`config.mk`:
```
export PLATFORM = sky130hd
export DESIGN_NAME = div_half_precision
export DESIGN_NICKNAME = d
export VERILOG_FILES = /design/src/rtl/fp16_pkg.sv /design/src/rtl/mant_div_step.sv /design/src/rtl/div_half_precision.sv
export SDC_FILE = /design/constraint.sdc
export NUM_CORES = 1
export LEC_CHECK = 0
export ABC_CLOCK_PERIOD_IN_PS = 3400
export CAP_MARGIN = 20
export CORE_MARGIN = 4
export CORE_UTILIZATION = 40
export DETAILED_ROUTE_END_ITERATION = 16
export PLACE_DENSITY = 0.72
export SYNTH_ARGS = -nofsm -noshare
export SYNTH_HDL_FRONTEND = slang
export SYNTH_SLANG_ARGS = --single-unit
```
`constraint.sdc`:
```
create_clock -name i_Clock -period 3.4 [get_ports i_Clock]
set_input_delay 0.34 -clock i_Clock [delete_from_list [all_inputs] [get_ports i_Clock]]
set_output_delay 0.34 -clock i_Clock [all_outputs]
set_load 0.02 [all_outputs]
```
`src/rtl/fp16_pkg.sv`:
```
// Shared FP16 definitions for the multiplier/divider pair: field widths, bias,
// saturation magnitude and the divider state encoding.
package fp16_pkg;
  localparam int EXP_W  = 5;
  localparam int MANT_W = 10;
  localparam int BIAS   = 15;
  localparam int Q_W    = MANT_W + 2;
  localparam logic [14:0] SAT_MAG = 15'h7FFF;

  typedef enum logic [1:0] {
    ST_IDLE = 2'd0,
    ST_DIV  = 2'd1,
    ST_NORM = 2'd2,
    ST_DONE = 2'd3
  } state_t;

  // Zero is any encoding with a cleared magnitude; the sign bit is ignored.
  function automatic logic is_zero(input logic [15:0] v);
    return (v[14:0] == 15'd0);
  endfunction
endpackage

```
`src/rtl/mant_div_step.sv`:
```
// One restoring-division step: subtract the divisor when it fits, emit the
// quotient bit and shift the partial remainder left.
module mant_div_step
  import fp16_pkg::*;
(
  input  logic [Q_W-1:0]  rem,
  input  logic [MANT_W:0] dvs,
  output logic            qbit,
  output logic [Q_W-1:0]  rem_next
);
  logic [Q_W-1:0] dvs_ext;
  logic [Q_W-1:0] rem_sel;

  always_comb begin
    dvs_ext  = {1'b0, dvs};
    qbit     = (rem >= dvs_ext);
    rem_sel  = qbit ? (rem - dvs_ext) : rem;
    rem_next = rem_sel << 1;
  end
endmodule

```
`src/rtl/div_half_precision.sv`:
```
// Iterative FP16 divider: one quotient bit per clock, then a single
// normalise/pack cycle. Same format as the multiplier (no subnormals/inf/NaN).
module div_half_precision
  import fp16_pkg::*;
(
  input  logic        i_Clock,
  input  logic        i_Reset_n,
  input  logic        i_Start,
  output logic        o_Ready,
  input  logic [15:0] i_Dividend,
  input  logic [15:0] i_Divisor,
  output logic        o_Valid,
  input  logic        i_Ack,
  output logic [15:0] o_Quotient,
  output logic        o_Exception,
  output state_t      o_Dbg_State
);
  // Handshake: a request is taken on an edge with i_Start && o_Ready (IDLE only);
  // the result is held with o_Valid until an edge with o_Valid && i_Ack, after
  // which the FSM spends at least one cycle in IDLE before the next accept.
  state_t                state_q, state_d;
  logic [Q_W-1:0]        rem_q, quo_q;
  logic [MANT_W:0]       dvs_q;
  logic [3:0]            cnt_q;
  logic [EXP_W-1:0]      exp_a_q, exp_b_q;
  logic                  sign_q;
  logic [15:0]           quot_q;
  logic                  exc_q;

  logic                  accept, dvs_zero, dvd_zero, sign_in;
  logic                  qbit;
  logic [Q_W-1:0]        rem_next;
  logic signed [7:0]     e_calc;
  logic [MANT_W-1:0]     mant_n;
  logic [15:0]           norm_quot;
  logic                  norm_exc;

  assign accept   = i_Start && (state_q == ST_IDLE);
  assign dvs_zero = is_zero(i_Divisor);
  assign dvd_zero = is_zero(i_Dividend);
  assign sign_in  = i_Dividend[15] ^ i_Divisor[15];

  mant_div_step u_step (
    .rem      (rem_q),
    .dvs      (dvs_q),
    .qbit     (qbit),
    .rem_next (rem_next)
  );

  always_ff @(posedge i_Clock or negedge i_Reset_n) begin
    if (!i_Reset_n) state_q <= ST_IDLE;
    else            state_q <= state_d;
  end

  always_comb begin
    state_d = state_q;
    case (state_q)
      ST_IDLE: if (accept) state_d = (dvs_zero || dvd_zero) ? ST_DONE : ST_DIV;
      ST_DIV:  if (cnt_q == 4'd0) state_d = ST_NORM;
      ST_NORM: state_d = ST_DONE;
      ST_DONE: if (i_Ack) state_d = ST_IDLE;
      default: state_d = ST_IDLE;
    endcase
  end

  // Quotient lies in (0.5, 2): a clear MSB means one extra left shift.
  always_comb begin
    e_calc = $signed({3'b000, exp_a_q}) - $signed({3'b000, exp_b_q})
           + $signed(8'(BIAS)) - $signed({7'd0, ~quo_q[Q_W-1]});
    mant_n = quo_q[Q_W-1] ? quo_q[Q_W-2:1] : quo_q[MANT_W-1:0];
    if (e_calc > 8'sd31) begin
      norm_quot = {sign_q, SAT_MAG};
      norm_exc  = 1'b1;
    end else if (e_calc < 8'sd1) begin
      norm_quot = {sign_q, 15'h0000};
      norm_exc  = 1'b1;
    end else begin
      norm_quot = {sign_q, e_calc[EXP_W-1:0], mant_n};
      norm_exc  = 1'b0;
    end
  end

  always_ff @(posedge i_Clock or negedge i_Reset_n) begin
    if (!i_Reset_n) begin
      rem_q   <= '0;
      quo_q   <= '0;
      dvs_q   <= '0;
      cnt_q   <= '0;
      exp_a_q <= '0;
      exp_b_q <= '0;
      sign_q  <= 1'b0;
      quot_q  <= '0;
      exc_q   <= 1'b0;
    end else begin
      case (state_q)
        ST_IDLE: if (accept) begin
          sign_q  <= sign_in;
          exp_a_q <= i_Dividend[14:10];
          exp_b_q <= i_Divisor[14:10];
          rem_q   <= {2'b01, i_Dividend[MANT_W-1:0]};
          dvs_q   <= {1'b1, i_Divisor[MANT_W-1:0]};
          quo_q   <= '0;
          cnt_q   <= 4'(Q_W - 1);
          if (dvs_zero) begin
            quot_q <= {sign_in, SAT_MAG};
            exc_q  <= 1'b1;
          end else if (dvd_zero) begin
            quot_q <= 16'h0000;
            exc_q  <= 1'b0;
          end
        end
        ST_DIV: begin
          rem_q <= rem_next;
          quo_q <= {quo_q[Q_W-2:0], qbit};
          if (cnt_q != 4'd0) cnt_q <= cnt_q - 4'd1;
        end
        ST_NORM: begin
          quot_q <= norm_quot;
          exc_q  <= norm_exc;
        end
        default: ;
      endcase
    end
  end

  assign o_Ready     = (state_q == ST_IDLE);
  assign o_Valid     = (state_q == ST_DONE);
  assign o_Quotient  = quot_q;
  assign o_Exception = exc_q;
  assign o_Dbg_State = state_q;
endmodule

```
==> flow_summary.ini <==
[detailed_routing]
ant_nets = 0
drc = 0
wire_per_inst_um = 16.65
routed_via_density = 5.601
dr.pass1.iters = 4
via_count = 3781
wirelength_um = 11240
drt_iter0_drc = 201

[final_layout]
finalNonFillerCells = 675
drive_gt1_share_pct = 17.38
antenna_cells = 0
nets = 597
area_delta_synth_final_pct = 23.59
fillCellCount = 1004

[clock_tree]
cts_sinks = 69
numCtsBuffers = 9
cts_tree = built
insertion_delay_ns = 0.33
clkSlewWorstSetupHoldPaths_ns = 0.06
cts.path.max_buffers = 2
root_buffer = clkbuf_16
htreeDepth = 3
cts_hold_buf = 0

[sta]
worst_pin_slew_ns = 0.8981
fmax_ghz = 0.3149
setup_viol = 0
fin_crit_ns = 3.176
hold_violations = 0
final-max-slew-violation-count = 0
skew_ns = 0.005309
fin_crit_sh_pct = 93.42
relSlewSlack_pct = 40.12

[global_routing]
antenna_found_initial = 0
track_usage_pct = 17.96
grt.overflow.total = 0
grt_max_degree = 40
grt_pass1_wl_um = 18990
grt_pass1_vias = 3918

[setup_path]
cp_top_family = adder cells
path_class = reg2reg
cp_slowest_cell = fa_1
required_ns = 3.65
r2r-end = o_Quotient[12]$_DFFE_PN0P_
regToRegSetupSlack_ns = 0.22
cp_max_fo = 13
r2r_cells = 13
crit_path_start_kind = flop
cp.arrival_ns = 3.42
cp-end-kind = flop
crit_buf_inv = 3
crit_cells = 13
slowest_delay_ns = 0.48
r2r_start = exp_a_q[0]$_DFFE_PN0P_
crit_chain = inv_1, ha_1, fa_1, ha_1, fa_1, xor2_1, nor4_1, o21ba_2, mux2i_4, buf_12, buf_4, o211ai_1, a211oi_2

[die]
pin_count = 57
initial_core_util_pct = 41.33
die_height_um = 114.5
dieArea_mm2 = 0.01312
core_area_mm2 = 0.01098
die_w_um = 114.5
num_rows = 38

[logic_synthesis]
syn_inst = 471
synthFlopType = dfrtp_1
synth-warning-count = 0
synth-seq-cells = 69
ys_types = 65
async_flop_share_pct = 100.0
seq_area_frac_synth_pct = 38.04
synthesis.nets = 537
synth_edf_count = 0
synth_area_mm2 = 0.004539
postSynthAreaPerCell_um2 = 9.638

[placed_design]
port_buffers = 56
placed_cells = 657
dpl.hpwl_um = 8457
place.gp.congestion = 0.8733

[flow_run]
drv_cap = 0

[hold_path]
hold_path.class = in2async

[run_status]
status = completed
-- through the flow --
stage          hold slack (ns)  utilization [%]  cell area [um^2]  setup slack, ns  setup TNS [ns]
2_1_floorplan          0.04441                -              4539           0.4573               0
3_3_place_gp            0.4364            47.94              5265           0.2248               0
3_5_place_dp            0.4399            47.94              5265        -0.001553       -0.001553
4_1_cts                 0.1693            50.62              5559          0.04306               0
5_1_grt                 0.1996            51.08              5610         -0.01512        -0.01512
6_report                0.1350            51.08              5610           0.2239               0
-- layer usage --
| metal | up-vias | global-route usage, % | share of wire [%] |
|---|---|---|---|
| met4 | 0 | 4.355 | 1.4 |
| met3 | 14 | 4.440 | 5.1 |
| li1 | 1819 | - | - |
| met1 | 1847 | 22.67 | 43 |
| met5 | - | 0 | 0 |
| met2 | 101 | 30.85 | 50 |
-- synth_stat cells, types with 10 or more instances --
cell	n	area [um^2]
dfrtp_1	69	1727
o21ai_0	38	190.2
nand2_1	37	138.9
inv_1	35	131.4
nor2_1	35	131.4
mux2_2	33	371.6
ha_1	27	337.8
a21oi_1	18	90.09
nand3_1	15	75.07
o211ai_1	15	112.6
clkbuf_1	13	48.80
a211oi_2	12	150.1
nor3_1	10	50.05
-- cell usage in the layout, fill, tap and decap left out, types with 7 or more instances in the layout --
cell type / instances
nor2_1: 35
clkdlybuf4s50_1: 55
buf_4: 11
a211oi_2: 12
clkbuf_16: 9
mux2_2: 33
ha_1: 27
inv_1: 35
nand2_1: 37
a21oi_1: 17
o211ai_1: 15
nor4_1: 8
nor3_1: 10
dfrtp_1: 69
nand3_1: 15
a211oi_1: 7
o21ai_0: 37
-- cells by family after synthesis --
| kind of cell | Yosys count | synth area share (%) |
|---|---|---|
| AND/OR/NAND/NOR | 137 | 14.75 |
| XOR/XNOR | 13 | 3.335 |
| buffers and inverters | 56 | 5.099 |
| multiplexers | 40 | 10.01 |
| flip-flops | 69 | 38.04 |
| AO/OA/AOI/OAI | 126 | 20.01 |
| adder cells (fa/ha/maj) | 30 | 8.765 |
-- worst max path at each step --
stage	end	slack, ns	startpoint
after floorplan	o_Quotient[0]$_DFFE_PN0P_	0.46	exp_a_q[0]$_DFFE_PN0P_
after global placement	o_Quotient[13]$_DFFE_PN0P_	0.22	exp_a_q[0]$_DFFE_PN0P_
after detailed placement	o_Quotient[7]$_DFFE_PN0P_	-0.002	exp_a_q[0]$_DFFE_PN0P_
after CTS	o_Quotient[4]$_DFFE_PN0P_	0.04	exp_a_q[0]$_DFFE_PN0P_
after global routing	o_Quotient[9]$_DFFE_PN0P_	-0.02	exp_a_q[0]$_DFFE_PN0P_
final	o_Quotient[12]$_DFFE_PN0P_	0.22	exp_a_q[0]$_DFFE_PN0P_
-- repair_timing --
action,in CTS,in global routing
endpoints found under the hold margin,0,0
endpoints found under the setup margin,14,16
buffers inserted,0,3
resized for setup,1,3
-- final cells by class --
cell class	count	area [um^2]	area share (%)
multi-input combinational	346	2601	46.36
sequential	69	1727	30.78
timing repair buffer	70	689.4	12.29
clock buffer	12	266.5	4.750
tap	140	175.2	3.122
inverter	35	131.4	2.342
clock inverter	3	20.02	0.3568
-- registers in the layout (all words and copies together) (netlist names) --
name / cells
quo_q: 12
o_Exception: 1
dvs_q: 11
sign_q: 1
exp_a_q: 5
cnt_q: 4
rem_q: 12
exp_b_q: 5
o_Quotient: 16
o_Dbg_State: 2
Power is left out: the tool's default activity adds up to more than one toggle a clock period on the data nets, which glitch-free logic cannot reach.
